### src/rtl/fetch_prefetch_queue.sv
// Instruction prefetch queue: issues sequential imem requests and buffers {pc, inst} for decode.
// Define FETCH_BYPASS_EN to forward a response straight to decode when the queue holds no filled entry.
module fetch_prefetch_queue #(
   parameter int          DEPTH    = 4,
   parameter logic [15:0] RESET_PC = 16'h0,
   parameter logic [15:0] NOP_INST = 16'h1000
) (
   input  logic        clk,
   input  logic        rst,
   output logic        imem_req_valid,
   input  logic        imem_req_ready,
   output logic [15:0] imem_req_addr,
   input  logic        imem_rsp_valid,
   input  logic [15:0] imem_rsp_data,
   input  logic        redirect_valid,
   input  logic [15:0] redirect_pc,
   input  logic        halt,
   output logic        dec_valid,
   input  logic        dec_ready,
   output logic [15:0] dec_inst,
   output logic [15:0] dec_pc,
   output logic [15:0] dec_pc_plus1
);

   localparam int PW = (DEPTH > 1) ? $clog2(DEPTH) : 1;
   localparam int CW = PW + 1;

   logic [15:0]      fetch_pc;
   logic [PW-1:0]    head_ptr;
   logic [PW-1:0]    alloc_ptr;
   logic [PW-1:0]    fill_ptr;
   logic [CW-1:0]    alloc_cnt;
   logic [CW-1:0]    pend_cnt;
   logic [CW-1:0]    drop_cnt;
   logic [15:0]      slot_pc   [DEPTH];
   logic [15:0]      slot_inst [DEPTH];
   logic [DEPTH-1:0] slot_valid;
   logic [DEPTH-1:0] valid_nxt;

   logic head_valid;
   logic can_fill;
   logic byp;
   logic byp_take;
   logic req_fire;
   logic deq;
   logic no_drop;

   assign no_drop    = (drop_cnt == '0);
   assign head_valid = slot_valid[head_ptr];
   assign can_fill   = !rst & imem_rsp_valid & no_drop & !redirect_valid;

`ifdef FETCH_BYPASS_EN
   // Head slot is the oldest unfilled one whenever nothing is filled yet.
   assign byp = can_fill & !head_valid;
`else
   assign byp = 1'b0;
`endif

   assign imem_req_valid = !rst & !halt & !redirect_valid & no_drop
                         & (alloc_cnt < CW'(DEPTH));
   assign imem_req_addr  = fetch_pc;
   assign req_fire       = imem_req_valid & imem_req_ready;

   assign dec_valid    = (head_valid | byp) & !redirect_valid;
   assign dec_pc       = slot_pc[head_ptr];
   assign dec_pc_plus1 = dec_pc + 16'd1;
   assign deq          = dec_valid & dec_ready;
   assign byp_take     = byp & deq;

   always_comb begin
      dec_inst = NOP_INST;
      if (dec_valid) begin
         dec_inst = head_valid ? slot_inst[head_ptr] : imem_rsp_data;
      end
   end

   always_comb begin
      valid_nxt = slot_valid;
      if (deq && head_valid) begin
         valid_nxt[head_ptr] = 1'b0;
      end
      if (can_fill && !byp_take) begin
         valid_nxt[fill_ptr] = 1'b1;
      end
   end

   always_ff @(posedge clk or posedge rst) begin
      if (rst) begin
         fetch_pc   <= RESET_PC;
         head_ptr   <= '0;
         alloc_ptr  <= '0;
         fill_ptr   <= '0;
         alloc_cnt  <= '0;
         pend_cnt   <= '0;
         drop_cnt   <= '0;
         slot_valid <= '0;
         for (int i = 0; i < DEPTH; i++) begin
            slot_pc[i]   <= '0;
            slot_inst[i] <= '0;
         end
      end else if (redirect_valid) begin
         // Everything still in flight, minus a response landing now, must be discarded.
         fetch_pc   <= redirect_pc;
         head_ptr   <= '0;
         alloc_ptr  <= '0;
         fill_ptr   <= '0;
         alloc_cnt  <= '0;
         pend_cnt   <= '0;
         slot_valid <= '0;
         drop_cnt   <= drop_cnt + pend_cnt - CW'(imem_rsp_valid);
      end else begin
         slot_valid <= valid_nxt;
         alloc_cnt  <= alloc_cnt + CW'(req_fire) - CW'(deq);
         pend_cnt   <= pend_cnt + CW'(req_fire) - CW'(can_fill);
         if (req_fire) begin
            slot_pc[alloc_ptr] <= fetch_pc;
            alloc_ptr          <= alloc_ptr + PW'(1);
            fetch_pc           <= fetch_pc + 16'd1;
         end
         if (can_fill) begin
            slot_inst[fill_ptr] <= imem_rsp_data;
            fill_ptr            <= fill_ptr + PW'(1);
         end
         if (deq) begin
            head_ptr <= head_ptr + PW'(1);
         end
         if (imem_rsp_valid && !no_drop) begin
            drop_cnt <= drop_cnt - CW'(1);
         end
      end
   end

endmodule
### config.mk
export PLATFORM = sky130hd
export DESIGN_NAME = fetch_prefetch_queue
export DESIGN_NICKNAME = d
export VERILOG_FILES = /design/src/rtl/fetch_prefetch_queue.sv
export SDC_FILE = /design/constraint.sdc
export NUM_CORES = 1
export LEC_CHECK = 0
export BUFFER_PORTS_ARGS = -buffer_cell sky130_fd_sc_hd__buf_4
export CAP_MARGIN = 5
export CORE_MARGIN = 2
export CORE_UTILIZATION = 55
export CTS_BUF_LIST = sky130_fd_sc_hd__clkbuf_4
export DETAILED_ROUTE_END_ITERATION = 6
export PLACE_DENSITY = 0.74
export SYNTH_ARGS = -nofsm -noshare
export SYNTH_HDL_FRONTEND = slang
export SYNTH_SLANG_ARGS = --single-unit
### constraint.sdc
create_clock -name clk -period 11.6 [get_ports clk]
set_input_delay 2.32 -clock clk [delete_from_list [all_inputs] [get_ports clk]]
set_output_delay 2.32 -clock clk [all_outputs]
set_load 0.02 [all_outputs]
==> key figures <==
Worst setup path
  – CP Class: in -> out
  – CP Launch Type: input pin
  – Reg-to-Reg Start: head_ptr[0]
  – Crit path DAT: between 3 and 4 ns
  – Worst Path Required: between 9 and 10 ns
  – Crit path launch: redirect_valid
  – CP Max Fanout: between 40 and 50
  – Worst setup EP type: output port

Floorplan
  – Initial core utilization: between 50% and 60%
  – Die Ht: between 100 and 150 um
  – # rows: 44
  – I/O pin count: 105
  – Die width: between 100 and 150 um
  – Core ar.: approximately 15000 um^2
  – Die footprint: approximately 16000 um^2

Synthesis
  – Synth Register Bits: around 160
  – Netlist Area Pre-Place: between 8000 and 9000 um^2
  – Count of cell types in the netlist: 56
  – Post-synth EDFFs: 0
  – Syn Inst Count: about 620
  – Synth Warn #: 0
  – Sequential-to-total area share from yosys stat: between 40% and 50%
  – Share of flip-flops with an asynchronous set or reset: between 90% and 100%
  – Synth area leaders: dfrtp_1, mux2_2, mux4_2
  – Avg Inst Size Synth: ~13 um^2
  – Synth Flop Type: dfrtp_1
  – Yosys top cell area share: around half
  – Synth area leader: dfrtp_1
  – Most numerous cell in the Yosys netlist: dfrtp_1
  – Syn Nets: 682
  – Top cells by count, synth: dfrtp_1, mux2_2, nand2_1

Routing
  – DRT Wirelength: about 17000 um
  – Via density: between 5 and 6
  – WL/cell: about 19 um
  – DR vias: 5261
  – DRC violations left: 0
  – Initial DRT Pass Iterations: 5
  – Iteration-0 DRC Markers: approximately 250
  – Final ANT Viol Nets: 0

Clock network
  – CTS tree: built
  – Register clock-pin slew on the reported worst setup and hold paths: ~0.12 ns
  – # H-tree levels: 4
  – Clock sink total: about 160
  – Clk buf depth: 2
  – Clock Tree Root: clkbuf_4
  – Post-CTS Setup Bufs: 0
  – Post-CTS Resized: 0
  – Cts hold-fix bufs: 0
  – CTS Buf Count: 17
  – Clock latency at the later pin of the worst-skew pair: around 0.54 ns

Global routing
  – First-pass GRT wire length: about 28000 um
  – Grt ovf: 0
  – Met1 Use GR: between 20% and 30%
  – GRT Total Usage: between 20% and 30%
  – GR peak layer: met2
  – Antenna violations before repair: 0
  – Vias in the first global route: roughly 5600
  – Maximum number of pins on one net before global-route repair: 102
  – GR Util met2: roughly two fifths
  – Global Route met3 Usage: under 10%

Min path
  – Hold_sp: slot_pc[2]
  – Min-delay worst type: reg -> reg

Timing
  – Final hold vios: 0
  – Layout Skew: roughly 0.016 ns
  – Fin crit period: slightly below 6 ns
  – Unrepaired setup endpoints after global routing: no
  – Least-Margin Pin Slew: 1.035 ns
  – Max-slew violations: 0
  – Fmax: 168.7 MHz
  – TNS Setup: 0 ns
  – Final setup fails: 0
  – Max transition margin: a little under a third
  – Final period util: 51.11%

Placement
  – Placer Congestion: between 0.8 and 0.9
  – Port buffer count: approximately 100
  – Hpwl dp: ~11000 um

Pwr
  – Pwr Density: approximately 160 nW/um^2
  – Leakage: about 4.5 nW
  – Worst vdd ir: 0.07972 mV
  – Total Power: around 0.0015 W

Run
  – Max-cap check violation count: 0

Cells and area
  – Fin util: 63.62%
  – Ant diodes: 0
  – Final nets: 775
  – Fraction of layout cells with a size suffix above 1: ~43%
  – Area grow syn2layout: 13.33%

Outcome
  – Status: completed
-- routing by layer --
metal | part of all wire, % | up-vias
li1 | - | 2398
met1 | 42 | 2698
met2 | 52 | 143
met3 | 4.4 | 22
met4 | 1.9 | 0
met5 | 0 | -
-- final timing paths --
kind	depth (start not counted)	slack, ns	end
setup / recovery	4	5.67	dec_inst[12]
hold / removal	2	0.49	slot_pc[2]
setup reg to reg	10	8.04	alloc_cnt[1]
hold reg to reg	2	0.49	slot_pc[2]
max in group asynchronous	3	8.28	head_ptr[1]
min in group asynchronous	2	1.96	drop_cnt[2]
-- registers in the layout, summed over array words and instances, names as in the netlist --
| signal | count |
|---|---|
| pend_cnt | 3 |
| slot_inst | 64 |
| slot_valid | 4 |
| imem_req_addr | 16 |
| alloc_ptr | 2 |
| drop_cnt | 3 |
| head_ptr | 2 |
| alloc_cnt | 3 |
| slot_pc | 64 |
| fill_ptr | 2 |
-- per-stage QoR --
stage                     cell area [um^2]  setup WS [ns]  hold slack, ns  cells
final                                 9246          5.671          0.4937    909
after CTS                             9246          5.670          0.5007    909
after detailed placement              8961          5.678          0.4714    877
after global placement                8961          5.719          0.4579    877
after global routing                  9246          5.617          0.5261    909
after floorplan                       8159          4.875          0.4446    619
-- kinds of logic after synthesis --
kind of cell / synth area share [%]
flops: 49.99
mux: 25.96
simple gates: 9.707
compound gates: 3.956
buf+inv: 3.849
xor+xnor: 2.576
fa+ha+maj: 3.956
-- layout make-up --
class | count | area, um^2
tap | 184 | 230.2
multi-input combinational | 403 | 3766
timing repair buffer | 107 | 803.3
fill | 1121 | 5288
clock buffer | 20 | 150.1
clock inverter | 12 | 135.1
sequential | 163 | 4081
inverter | 20 | 80.08
-- cells in the final DEF (no fill, tap or decap), drive strengths merged, types with 6 or more instances in the layout --
cell type	count
a21oi	9
nand3	14
xnor2	17
nor2	26
nor3	6
clkbuf	20
buf	107
mux2	120
mux4	33
inv	20
xor2	7
dfrtp	163
clkinv	8
o21ai	24
nand2	54
nor2b	18
ha	21
-- report_power, final --
group / switching, W / internal (W)
clock network: 0.000195 / 0.000135
registers: 0.0000496 / 0.000638
logic: 0.000245 / 0.000236
-- critical path: stages --
cell	delay (ns)
buf_4	0.25
nand2b_2	0.45
or2_2	0.40
buf_4	0.16
Note: power is estimated with default switching activity, not from simulation.
